$ cat src/rtl/udp_frame_sequencer_pkg.sv
// Shared Ethernet/IPv4/UDP field constants, section lengths and CRC helpers
// for the UDP frame sequencer.
package udp_frame_sequencer_pkg;

  typedef enum logic [2:0] {
    ST_IDLE,
    ST_PREAMBLE,
    ST_HEADER,
    ST_PAYLOAD,
    ST_FCS,
    ST_IFG
  } seq_state_e;

  localparam int PREAMBLE_LEN = 8;
  localparam int HEADER_LEN   = 42;
  localparam int FCS_LEN      = 4;
  localparam int DEFAULT_PAYLOAD_LEN = 18;

  localparam logic [7:0] PREAMBLE_BYTE = 8'h55;
  localparam logic [7:0] SFD_BYTE      = 8'hD5;

  localparam logic [47:0] DST_MAC    = 48'h000A35010203;
  localparam logic [47:0] SRC_MAC    = 48'h000A35040506;
  localparam logic [15:0] ETHER_TYPE = 16'h0800;

  localparam logic [7:0]  IP_VER_IHL    = 8'h45;
  localparam logic [7:0]  IP_TOS        = 8'h00;
  localparam logic [15:0] IP_ID         = 16'h0000;
  localparam logic [15:0] IP_FLAGS_FRAG = 16'h4000;
  localparam logic [7:0]  IP_TTL        = 8'h40;
  localparam logic [7:0]  IP_PROTO      = 8'h11;
  localparam logic [31:0] IP_SRC        = 32'hC0A8010A;
  localparam logic [31:0] IP_DST        = 32'hC0A80114;

  localparam logic [15:0] UDP_SRC_PORT = 16'h1234;
  localparam logic [15:0] UDP_DST_PORT = 16'h5678;
  localparam logic [15:0] UDP_CSUM     = 16'h0000;

  localparam logic [31:0] CRC_POLY = 32'hEDB88320;
  localparam logic [31:0] CRC_INIT = 32'hFFFFFFFF;

  function automatic logic [15:0] ip_total_len(input int unsigned plen);
    return 16'(28 + plen);
  endfunction

  function automatic logic [15:0] udp_len(input int unsigned plen);
    return 16'(8 + plen);
  endfunction

  // One's-complement sum of the IPv4 header words, checksum field as zero.
  function automatic logic [15:0] ip_csum(input int unsigned plen);
    logic [31:0] s;
    s = 32'({IP_VER_IHL, IP_TOS}) + 32'(ip_total_len(plen))
      + 32'(IP_ID) + 32'(IP_FLAGS_FRAG)
      + 32'({IP_TTL, IP_PROTO})
      + 32'(IP_SRC[31:16]) + 32'(IP_SRC[15:0])
      + 32'(IP_DST[31:16]) + 32'(IP_DST[15:0]);
    s = {16'h0, s[15:0]} + {16'h0, s[31:16]};
    s = {16'h0, s[15:0]} + {16'h0, s[31:16]};
    return ~s[15:0];
  endfunction

  // Whole 42-byte header, first wire byte in the top bits.
  function automatic logic [335:0] header_vec(input int unsigned plen);
    return {DST_MAC, SRC_MAC, ETHER_TYPE,
            IP_VER_IHL, IP_TOS, ip_total_len(plen),
            IP_ID, IP_FLAGS_FRAG, IP_TTL, IP_PROTO,
            ip_csum(plen), IP_SRC, IP_DST,
            UDP_SRC_PORT, UDP_DST_PORT,
            udp_len(plen), UDP_CSUM};
  endfunction

  function automatic logic [31:0] crc32_byte(input logic [31:0] c,
                                             input logic [7:0] d);
    logic [31:0] r;
    r = c ^ {24'h0, d};
    for (int i = 0; i < 8; i++)
      r = r[0] ? ((r >> 1) ^ CRC_POLY) : (r >> 1);
    return r;
  endfunction

  // FCS of the default header followed by the default counting payload
  // 0x00..0x11; only valid for that exact frame.
  function automatic logic [31:0] default_fcs();
    logic [335:0] h;
    logic [31:0] c;
    h = header_vec(DEFAULT_PAYLOAD_LEN);
    c = CRC_INIT;
    for (int i = 0; i < HEADER_LEN; i++)
      c = crc32_byte(c, h[8*(HEADER_LEN-1-i) +: 8]);
    for (int i = 0; i < DEFAULT_PAYLOAD_LEN; i++)
      c = crc32_byte(c, 8'(i));
    return ~c;
  endfunction

  localparam logic [31:0] ETHER_FCS = default_fcs();
  localparam logic [7:0] ETHER_CHECKSUM_0 = ETHER_FCS[7:0];
  localparam logic [7:0] ETHER_CHECKSUM_1 = ETHER_FCS[15:8];
  localparam logic [7:0] ETHER_CHECKSUM_2 = ETHER_FCS[23:16];
  localparam logic [7:0] ETHER_CHECKSUM_3 = ETHER_FCS[31:24];

endpackage

$ cat src/rtl/udp_frame_sequencer_crc.sv
// Byte-wide reflected CRC32 next-state function (crc32_d8).
// Purely combinational; one data byte per call.
module crc32_d8
  import udp_frame_sequencer_pkg::*;
(
  input  logic [7:0]  data_i,
  input  logic [31:0] crc_i,
  output logic [31:0] crc_o
);

  logic [31:0] c;

  // Shift eight data bits through the LSB-first CRC register.
  always_comb begin
    c = crc_i ^ {24'h0, data_i};
    for (int i = 0; i < 8; i++)
      c = c[0] ? ((c >> 1) ^ CRC_POLY) : (c >> 1);
    crc_o = c;
  end

endmodule

$ cat src/rtl/udp_frame_sequencer.sv
// Ethernet/IPv4/UDP frame sequencer for the 8-bit PHY TX path.
// Define UDP_FRAME_SEQUENCER_CRC_GEN_EN for a live FCS; else static FCS.
module udp_frame_sequencer
  import udp_frame_sequencer_pkg::*;
#(
  parameter int unsigned PAYLOAD_LEN = 18,
  parameter int unsigned IFG_LEN     = 12
) (
  input  logic       i_clock_data,
  input  logic       i_reset,
  input  logic       i_start,
  input  logic [7:0] i_pay_data,
  input  logic       i_pay_valid,
  output logic       o_pay_ready,
  output logic [7:0] o_tx_data,
  output logic       o_tx_en,
  output logic       o_busy,
  output logic       o_frame_done,
  output logic       o_underrun
);

  localparam logic [10:0] K_HDR  = 11'(PREAMBLE_LEN);
  localparam logic [10:0] K_PAY  = 11'(PREAMBLE_LEN + HEADER_LEN);
  localparam logic [10:0] K_FCS  = 11'(PREAMBLE_LEN + HEADER_LEN
                                       + PAYLOAD_LEN);
  localparam logic [10:0] K_LAST = 11'(PREAMBLE_LEN + HEADER_LEN
                                       + PAYLOAD_LEN + FCS_LEN - 1);
  localparam logic [7:0]  IFG_LAST = 8'(IFG_LEN - 1);
  localparam logic [335:0] HDR = header_vec(PAYLOAD_LEN);

  seq_state_e  state_q;
  logic [10:0] k_q;
  logic [7:0]  ifg_q;
  logic [31:0] crc_q;
  logic [7:0]  tx_data_q;
  logic        tx_en_q;
  logic        busy_q;
  logic        done_q;
  logic        und_q;
  logic        rdy_q;

  logic        start_frame;
  logic [10:0] idx_d;
  logic [7:0]  pay_byte;
  logic [5:0]  hdr_sel;
  logic [1:0]  fcs_off;
  logic [31:0] fcs_word;
  logic [7:0]  byte_d;
  logic        in_crc;
  logic        rdy_d;
  logic [31:0] crc_next;

`ifdef UDP_FRAME_SEQUENCER_CRC_GEN_EN
  assign fcs_word = ~crc_q;
`else
  assign fcs_word = {ETHER_CHECKSUM_3, ETHER_CHECKSUM_2,
                     ETHER_CHECKSUM_1, ETHER_CHECKSUM_0};
`endif

  // Index and value of the byte that goes on the bus at the next edge.
  always_comb begin
    start_frame = i_start &
                  ((state_q == ST_IDLE) |
                   ((state_q == ST_IFG) & (ifg_q == IFG_LAST)));
    idx_d    = start_frame ? 11'd0 : k_q + 11'd1;
    pay_byte = i_pay_valid ? i_pay_data : 8'h00;
    hdr_sel  = 6'(K_PAY - 11'd1 - idx_d);
    fcs_off  = 2'(idx_d - K_FCS);
    in_crc   = (idx_d >= K_HDR) && (idx_d < K_FCS);
    rdy_d    = (idx_d >= K_PAY - 11'd1) && (idx_d < K_FCS - 11'd1);
    byte_d   = 8'h00;
    unique case (1'b1)
      (idx_d < 11'd7):
        byte_d = PREAMBLE_BYTE;
      (idx_d == 11'd7):
        byte_d = SFD_BYTE;
      (idx_d >= K_HDR && idx_d < K_PAY):
        byte_d = HDR[{hdr_sel, 3'b000} +: 8];
      (idx_d >= K_PAY && idx_d < K_FCS):
        byte_d = pay_byte;
      default:
        byte_d = fcs_word[{fcs_off, 3'b000} +: 8];
    endcase
  end

  crc32_d8 u_crc (
    .data_i (byte_d),
    .crc_i  (crc_q),
    .crc_o  (crc_next)
  );

  // Frame scheduler: section sequencing, IFG timing, registered outputs.
  always_ff @(posedge i_clock_data) begin
    if (i_reset) begin
      state_q   <= ST_IDLE;
      k_q       <= '0;
      ifg_q     <= '0;
      crc_q     <= CRC_INIT;
      tx_data_q <= '0;
      tx_en_q   <= 1'b0;
      busy_q    <= 1'b0;
      done_q    <= 1'b0;
      und_q     <= 1'b0;
      rdy_q     <= 1'b0;
    end else begin
      done_q <= 1'b0;
      und_q  <= 1'b0;
      unique case (state_q)
        ST_IDLE, ST_IFG: begin
          if (start_frame) begin
            state_q   <= ST_PREAMBLE;
            k_q       <= '0;
            ifg_q     <= '0;
            crc_q     <= CRC_INIT;
            tx_data_q <= byte_d;
            tx_en_q   <= 1'b1;
            busy_q    <= 1'b1;
          end else if (state_q == ST_IFG && ifg_q != IFG_LAST) begin
            ifg_q <= ifg_q + 8'd1;
          end else begin
            state_q <= ST_IDLE;
            ifg_q   <= '0;
            busy_q  <= 1'b0;
          end
        end
        default: begin
          if (k_q == K_LAST) begin
            state_q   <= ST_IFG;
            k_q       <= '0;
            tx_data_q <= 8'h00;
            tx_en_q   <= 1'b0;
          end else begin
            k_q       <= idx_d;
            tx_data_q <= byte_d;
            und_q     <= rdy_q & ~i_pay_valid;
            done_q    <= (idx_d == K_LAST);
            rdy_q     <= rdy_d;
            if (in_crc)
              crc_q <= crc_next;
            if (idx_d < K_HDR)
              state_q <= ST_PREAMBLE;
            else if (idx_d < K_PAY)
              state_q <= ST_HEADER;
            else if (idx_d < K_FCS)
              state_q <= ST_PAYLOAD;
            else
              state_q <= ST_FCS;
          end
        end
      endcase
    end
  end

  assign o_pay_ready  = rdy_q;
  assign o_tx_data    = tx_data_q;
  assign o_tx_en      = tx_en_q;
  assign o_busy       = busy_q;
  assign o_frame_done = done_q;
  assign o_underrun   = und_q;

endmodule

$ cat config.mk
export PLATFORM = sky130hd
export DESIGN_NAME = udp_frame_sequencer
export DESIGN_NICKNAME = d
export VERILOG_FILES = /design/src/rtl/udp_frame_sequencer_pkg.sv /design/src/rtl/udp_frame_sequencer_crc.sv /design/src/rtl/udp_frame_sequencer.sv
export SDC_FILE = /design/constraint.sdc
export NUM_CORES = 1
export LEC_CHECK = 0
export CORE_MARGIN = 2
export CORE_UTILIZATION = 38
export CTS_BUF_LIST = sky130_fd_sc_hd__clkbuf_2
export DETAILED_ROUTE_END_ITERATION = 8
export DONT_BUFFER_PORTS = 1
export PLACE_DENSITY_LB_ADDON = 0.05
export SLEW_MARGIN = 20
export SYNTH_ARGS = -nofsm -noshare
export SYNTH_HDL_FRONTEND = slang
export SYNTH_SLANG_ARGS = --single-unit
$ cat constraint.sdc
create_clock -name i_clock_data -period 7.9 [get_ports i_clock_data]
set_clock_uncertainty 0.2 [all_clocks]
set_input_delay 1.58 -clock i_clock_data [delete_from_list [all_inputs] [get_ports i_clock_data]]
set_output_delay 1.58 -clock i_clock_data [all_outputs]
set_load 0.02 [all_outputs]
==> flow_summary.ini, run 1 <==
[floorplanning]
fp.dieH_um = 91.9
core-area_um2 = 7610
fp.dieW_um = 91.9
fp-row-count = 32
die_area_um2 = 8440
start_util_pct = 38.6
ios = 25

[route]
drc = 0
vias_per_cell = 5.99
firstDrtPassIters = 4
routed-wl-met3_um = 294
ant_nets = 0
routed_wl_mm = 8.54
wl_met2_mm = 3.98
dr_total_vias = 2785
routed.top_layer = met4
drt-initial-drc-count = 153
drt-met1-wl_mm = 4.15
wl_per_cell_um = 18.4

[timing]
timing.hold.ws_ns = 0.304
maxSlewHeadroom_pct = 36.2
hold_violations = 0
fin_crit_ns = 5.17
finalSetupViolCount = 0
tightestPinTransition_ns = 0.957
fin_setup_tns_ns = 0
fmax_mhz = 193
final_max_slew_viol_count = 0
period_share_pct = 65.5
rsz0062_at_grt = no

[hold_path]
min_delay_worst_endpoint = ifg_q[1]
min_from = ifg_q[1]
hold_depth = 2
hp-class = flip-flop to flip-flop

[worst_setup_path]
crit_required_ns = 7.99
max_stage_delay_ns = 0.74
cp-start-kind = primary input
critPathMaxFanout = 13
arrival_ns = 5.26
regToRegEndpoint = o_tx_data[2]
timing.rr.start = ifg_q[0]
regToRegSetupSlack_ns = 3.19
crit_path_top_delay_cell = nor4_1
path_cells = nand4b_1 > nor4_4 > nor2_1 > nand2_1 > ha_1 > nor4_1 > or2_1 > nor3_1 > o31a_1 > a211oi_1 > o31ai_1
worst_setup_path_end_kind = flip-flop
critPathKind = primary input to flip-flop
reg2reg_depth = 12

[cells_and_area]
mostFrequentLayoutCells = nand2_1, dfxtp_1, nor2_1
area_growth_pct = 0.725
layout_commonest_cell = nand2_1
n_fill_cell = 844
drive_above_1_share_pct = 8.26
nets = 387
final_area_um2 = 2960
antenna_cells = 0

[clock_tree]
cts_buffer_depth = 2
clockRootBuffer = clkbuf_2
htreeDepth = 2
postCtsHoldBufs = 0
cts_setup_buffers = 0
ctsResizeCount = 0
cts.sinks = 35
cts.clk_slew.worst_paths_ns = 0.19
insertion_delay_ns = 0.38
cts-buffers-inserted = 5
cts_tree = done

[outcome]
status = finished clean

[place]
hpwl_mm = 6.42
portBuffers = 0
gp_congestion = 0.917
placed_cell_area_um2 = 2890

[synth]
async_flop_share_pct = 0
synth-seq-area-share_pct = 23.9
synth_top_area_share_pct = 23.9
synth-warning-count = 0
synth_top_cell_by_area = dfxtp_1
synth_area_leaders = dfxtp_1, ha_1, nand2_1
ys_ff_latch = 35
synthCells = 379
synth_edf_count = 0
synth_flop_cell = dfxtp_1
avgSynthCellArea_um2 = 7.74
synthesis.nets = 404
yosysUniqueCellTypes = 78
syn_area_um2 = 2940

[job]
max_cap_viol_count = 0

[grt]
grt.overflow.total = 0
grt_antenna_before_repair = 0
grt_pass1_vias = 2712
grt_pass1_wl_mm = 14.3
grt_start_max_net_pins = 25
gr-usage-all-layers_pct = 21.1

[pwr]
power_density_nw_per_um2 = 128
ir_drop_mv = 0.0492
power.total_mw = 0.377
p_leak_nw = 1.09
-- sequential cells by signal, summed over array words and instances, names as in the netlist --
register	count
ifg_q	8
k_q	11
o_busy	1
o_frame_done	1
o_pay_ready	1
o_tx_data	8
o_tx_en	1
o_underrun	1
state_q	3
-- synth_stat cells (6+ instances only) --
library cell	n
xnor2_1	6
or3_1	6
nor2_1	32
a21o_1	6
nand4_1	8
xor2_1	7
o21ai_0	19
nand2_1	39
clkbuf_1	10
nor3_1	12
nand3_1	17
dfxtp_1	35
a31oi_1	7
o21ai_1	12
a21oi_1	23
buf_6	7
ha_1	13
inv_1	11
-- kinds of logic (layout without fill, tap and decap cells) --
logic type / after synthesis / after routing / share of synthesized area [%]
simple gates: 158 / 158 / 29.0
compound gates: 119 / 119 / 28.3
buf+inv: 36 / 20 / 7.46
flops: 35 / 35 / 23.9
xor+xnor: 14 / 14 / 4.43
fa+ha+maj: 13 / 13 / 5.54
mux: 4 / 4 / 1.41
-- cell type report --
cell class                      instances  area (um2)  area share, %
Clock inverter                          3        38.8           1.31
Multi-Input combinational cell        308        2020           68.2
Inverter                               11        41.3           1.40
Timing Repair Buffer                    1        7.51          0.254
Clock buffer                            5        25.0          0.846
Sequential cell                        35         701           23.7
Tap cell                              102         128           4.32
-- through the flow --
stage | utilization [%] | cells | setup WS (ns)
after global routing | 38.9 | 465 | 2.42
after CTS | 38.9 | 465 | 2.80
final | 38.9 | 465 | 2.73
after detailed placement | 38.0 | 457 | 2.37
after floorplan | - | 379 | 3.28
after global placement | 38.0 | 457 | 2.40
-- worst max-delay path, delay by kind of cell --
kind,cells,cell delay [ns]
compound gates,3,0.73
fa+ha+maj,1,0.46
simple gates,7,2.47
-- worst max path at each step --
stage	depth (start not counted)	end	start	slack, ns
detailed placement	11	o_tx_data[2]	i_start	2.37
floorplan	13	o_tx_data[3]	i_start	3.28
finish	11	o_tx_data[2]	i_start	2.73
global placement	11	o_tx_data[2]	i_start	2.40
global route	11	o_tx_data[4]	i_start	2.42
CTS	11	o_tx_data[2]	i_start	2.80
-- layer usage --
metal	track usage, %	up-vias
met1	28.5	1355
met2	35.6	44
li1	-	1376
met5	0	-
met3	3.12	10
met4	5.10	0
-- where the power goes --
part	total, mW	switching [mW]	leakage (nW)	internal, mW
Sequential	0.188	0.00729	0.284	0.180
Clock	0.116	0.0644	0.0404	0.0521
Combinational	0.0730	0.0494	0.768	0.0236
Note: power is estimated with default switching activity, not from simulation.
==> run 2: changes to the inputs <==
Clock period 7.9 ns to 5.2 ns, I/O delays scaled along.
==> run 2 against run 1 <==
  * Critical path type is now flip-flop to flip-flop
  * Sequential cell count unchanged
  * Sequential power is 51% higher
  * Critical endpoint is now o_tx_data[4]
  * Utilization is 0.79 points higher
  * Clock power up 51%
  * Highest routed layer unchanged
  * Worst setup slack worse by 1.7 ns
==> flow_summary.ini, run 2 (synthesis results as in run 1) <==
[timing]
tightestPinTransition_ns = 0.783
fin_crit_ns = 4.14
fin_setup_tns_ns = 0
final_max_slew_viol_count = 0
rsz0062_at_grt = no
setup_slack_ns = 1.06
hold_violations = 0
maxSlewHeadroom_pct = 47.8
fmax_mhz = 242
finalSetupViolCount = 0
period_share_pct = 79.6

[clock_tree]
cts_setup_buffers = 0
insertion_delay_ns = 0.37
cts_buffer_depth = 2
postCtsHoldBufs = 0
cts-buffers-inserted = 5
htreeDepth = 2
cts.sinks = 35
ctsResizeCount = 0
cts_tree = done
clockRootBuffer = clkbuf_2
cts.clk_slew.worst_paths_ns = 0.19

[floorplanning]
fp.dieH_um = 91.9
fp-row-count = 32
start_util_pct = 38.6
die_area_um2 = 8440
fp.dieW_um = 91.9
ios = 25
core-area_um2 = 7610

[route]
wl_per_cell_um = 17.5
drc = 0
firstDrtPassIters = 5
dr_total_vias = 2782
ant_nets = 0
vias_per_cell = 5.88
drt-initial-drc-count = 163
routed_wl_mm = 8.28

[grt]
grt_pass1_vias = 2593
grt_antenna_before_repair = 0
grt_pass1_wl_mm = 13.6
grt.overflow.total = 0
gr-usage-all-layers_pct = 20.0
grt_start_max_net_pins = 19

[worst_setup_path]
reg2reg_depth = 12
timing.rr.start = ifg_q[2]
regToRegSetupSlack_ns = 1.06
critPathMaxFanout = 13
crit_required_ns = 5.29
cp-start-kind = flip-flop
worst_setup_path_end_kind = flip-flop
arrival_ns = 4.23
regToRegEndpoint = o_tx_data[4]
critPathKind = flip-flop to flip-flop

[cells_and_area]
mostFrequentLayoutCells = nand2_1, dfxtp_1, nor2_1
nets = 395
area_growth_pct = 2.77
largest-register = k_q
antenna_cells = 0
layout_commonest_cell = nand2_1
finalNonFillerCells = 473
final_util_pct = 39.7
largest_reg_flops = 11
drive_above_1_share_pct = 10.2

[pwr]
p_int_mw = 0.394
switching_share_pct = 31.6
seq_power_share_pct = 49.2
ir_drop_mv = 0.0623
p_comb_share_pct = 20.4
p_leak_nw = 1.13
p_switching_mw = 0.182
power_density_nw_per_um2 = 191
pwr-share-clk_pct = 30.5

[job]
max_cap_viol_count = 0

[hold_path]
hp-class = flip-flop to flip-flop
min_delay_worst_endpoint = ifg_q[1]
hold_depth = 2
min_from = ifg_q[1]

[place]
gp_congestion = 0.891
pre_cts_slack_ns = 0.862
portBuffers = 0
place_inst = 465
hpwl_mm = 6.34

[outcome]
status = finished clean
==> run 2: per-stage QoR <==
step / hold WS [ns] / instance area, um2 / total power, mW
floorplan: 0.262 / 2940 / 0.380
global placement: 0.273 / 2950 / 0.407
detailed placement: 0.293 / 2950 / 0.404
CTS: 0.316 / 3020 / 0.583
global route: 0.356 / 3020 / 0.609
finish: 0.313 / 3020 / 0.575
==> run 2: per-layer routing <==
metal / global-route usage (%) / vias up / part of all wire (%)
li1: - / 1396 / -
met4: 4.60 / 0 / 0.98
met3: 2.22 / 7 / 5.0
met5: 0 / - / 0
met1: 27.9 / 1306 / 47
met2: 33.3 / 73 / 47
==> run 2: cell type report <==
cell class / count / area [um2]
fillers: 811 / 4590
multi-input cells: 308 / 2020
flip-flops and latches: 35 / 701
well taps: 102 / 128
repair buffers: 9 / 67.6
inverters: 11 / 41.3
clock inverters: 3 / 38.8
clock buffers: 5 / 25.0
==> run 2: how the worst max path moves through the flow <==
stage | cells after the start | slack (ns) | to | from
after global routing | 13 | 0.71 | o_tx_data[5] | ifg_q[2]
after floorplan | 13 | 1.12 | o_tx_data[3] | i_start
final | 12 | 1.06 | o_tx_data[4] | ifg_q[2]
after global placement | 11 | 0.87 | o_tx_data[3] | i_start
after CTS | 13 | 1.08 | o_tx_data[5] | ifg_q[2]
after detailed placement | 11 | 0.86 | o_tx_data[3] | i_start
==> run 2: power groups by stage <==
stage                     registers [mW]  logic, mW  clock network, mW
after detailed placement           0.289      0.116                  0
after global placement             0.289      0.119                  0
after global routing               0.284      0.129              0.196
final                              0.283      0.117              0.175
after CTS                          0.283      0.116              0.184
after floorplan                    0.288     0.0928                  0
==> run 2: critical path: stages (launching register included) <==
cell,delay [ns]
dfxtp_1,0.41
or4_4,0.57
nor4_4,0.40
nor2_1,0.18
nand2_1,0.28
ha_1,0.47
nor3b_1,0.28
o311ai_2,0.16
nand3_2,0.24
mux2i_1,0.23
a211oi_1,0.09
a311o_1,0.33
a22o_1,0.19
==> run 3: changes to the inputs <==
Clock period 5.2 ns to 3.65 ns, I/O delays scaled along.
==> run 3 against run 2 <==
  * Wire length increased by 5.6%
  * Combinational power increased by 62%
  * Critical path type unchanged
  * Total power is 47% higher
  * First-iteration DRC count grew 21%
  * Sequential cell count unchanged
  * Via count rose by 4.6%
  * Clock power rose by 45%
  * Worst setup slack worse by 0.81 ns
==> flow_summary.ini, run 3 (synthesis results as in run 1) <==
[outcome]
status = finished clean

[timing]
tightestPinTransition_ns = 0.618
timing.hold.ws_ns = 0.174
fin_setup_tns_ns = 0
final_max_slew_viol_count = 0
fin_crit_ns = 3.40
maxSlewHeadroom_pct = 58.7
fmax_mhz = 294
finalSetupViolCount = 0
rsz0062_at_grt = no
hold_violations = 0
period_share_pct = 93.2

[route]
drt-initial-drc-count = 197
ant_nets = 0
wl_per_cell_um = 17.6
firstDrtPassIters = 7
drc = 0
routed_wl_mm = 8.74
dr_total_vias = 2909
vias_per_cell = 5.86

[place]
hpwl_mm = 6.76
portBuffers = 0
gp_congestion = 0.870

[hold_path]
min_from = i_reset
hp-class = primary input to flip-flop

[cells_and_area]
mostFrequentLayoutCells = nand2_1, dfxtp_1, buf_4
nets = 418
multi_input_area_um2 = 2050
largest-register = k_q
n_fill_cell = 812
area_growth_pct = 9.97
regArea_um2 = 701
layout_commonest_cell = nand2_1
antenna_cells = 0
drive_above_1_share_pct = 17.5
largest_reg_flops = 11

[worst_setup_path]
crit_required_ns = 3.75
timing.rr.start = ifg_q[1]
critPathKind = flip-flop to flip-flop
cp-startpoint = ifg_q[1]
cp-start-kind = flip-flop
arrival_ns = 3.50
worst_setup_path_end_kind = flip-flop
critPathMaxFanout = 8

[grt]
met3_usage_pct = 2.88
grt_antenna_before_repair = 0
grt_pass1_vias = 2785
grt.overflow.total = 0
grt_start_max_net_pins = 18
grtUsageMet2_pct = 35.7
grt.busiest_layer = met2
globalRouteMet1Util_pct = 28.7
gr-usage-all-layers_pct = 21.3
grt_pass1_wl_mm = 14.5

[clock_tree]
cts-buffers-inserted = 5
insertion_delay_ns = 0.39
cts_buffer_depth = 2
cts.clk_slew.worst_paths_ns = 0.20
clockRootBuffer = clkbuf_2
cts.sinks = 35
htreeDepth = 2
cts_tree = done
postCtsHoldBufs = 0

[pwr]
ir_drop_mv = 0.0825
p_leak_nw = 1.25
power_density_nw_per_um2 = 262

[floorplanning]
die_area_um2 = 8440
start_util_pct = 38.6
fp.dieW_um = 91.9
fp-row-count = 32
core-area_um2 = 7610
ios = 25
fp.dieH_um = 91.9

[job]
max_cap_viol_count = 0
run 3: routing by layer:
layer | wire, um | up-vias
met3 | 422 | 14
met2 | 4120 | 79
li1 | - | 1435
met4 | 182 | 0
met1 | 4020 | 1381
met5 | 0 | -
run 3: final timing paths:
check                 endpoint  slack, ns  cells after the start
setup / recovery  o_tx_data[4]       0.25                     14
hold / removal          k_q[0]       0.17                      1
setup reg to reg  o_tx_data[4]       0.25                     14
hold reg to reg       ifg_q[1]       0.31                      2
run 3: where the power goes:
part | switching, mW | leakage, nW | total, mW | internal [mW]
logic | 0.116 | 0.926 | 0.190 | 0.0737
clock network | 0.141 | 0.0404 | 0.254 | 0.113
registers | 0.0129 | 0.284 | 0.403 | 0.390
run 3: worst max-delay path: stages (launching register included):
cell,delay [ns]
dfxtp_1,0.42
ha_1,0.26
nand2_1,0.16
nor4_4,0.30
nor2_2,0.11
nand2_2,0.11
buf_4,0.17
inv_1,0.11
ha_1,0.20
and2_1,0.15
o21a_1,0.18
o211a_4,0.27
a21o_2,0.21
a311o_1,0.26
a22o_1,0.19
run 3: repair_timing:
| item | in CTS | in global routing |
|---|---|---|
| resized for setup | 0 | 6 |
| endpoints found under the setup margin | 0 | 8 |
| buffers inserted | 0 | 1 |
run 3: layout make-up:
class                           instances  area share [%]
Clock buffer                            5           0.775
Clock inverter                          3            1.20
Inverter                               11            1.28
Multi-Input combinational cell        308            63.6
Sequential cell                        35            21.7
Tap cell                              102            3.95
Timing Repair Buffer                   32            7.44
run 3: stage by stage:
| step | cell area, um2 | instances | util (%) | setup slack, ns | total power, mW |
|---|---|---|---|---|---|
| after global placement | 3140 | 487 | 41.2 | 0.159 | 0.601 |
| after floorplan | 2950 | 379 | - | 0.0287 | 0.543 |
| after detailed placement | 3140 | 487 | 41.2 | 0.124 | 0.596 |
| final | 3230 | 496 | 42.4 | 0.248 | 0.846 |
| after CTS | 3200 | 495 | 42.1 | 0.0738 | 0.853 |
| after global routing | 3230 | 496 | 42.4 | 0.000688 | 0.892 |
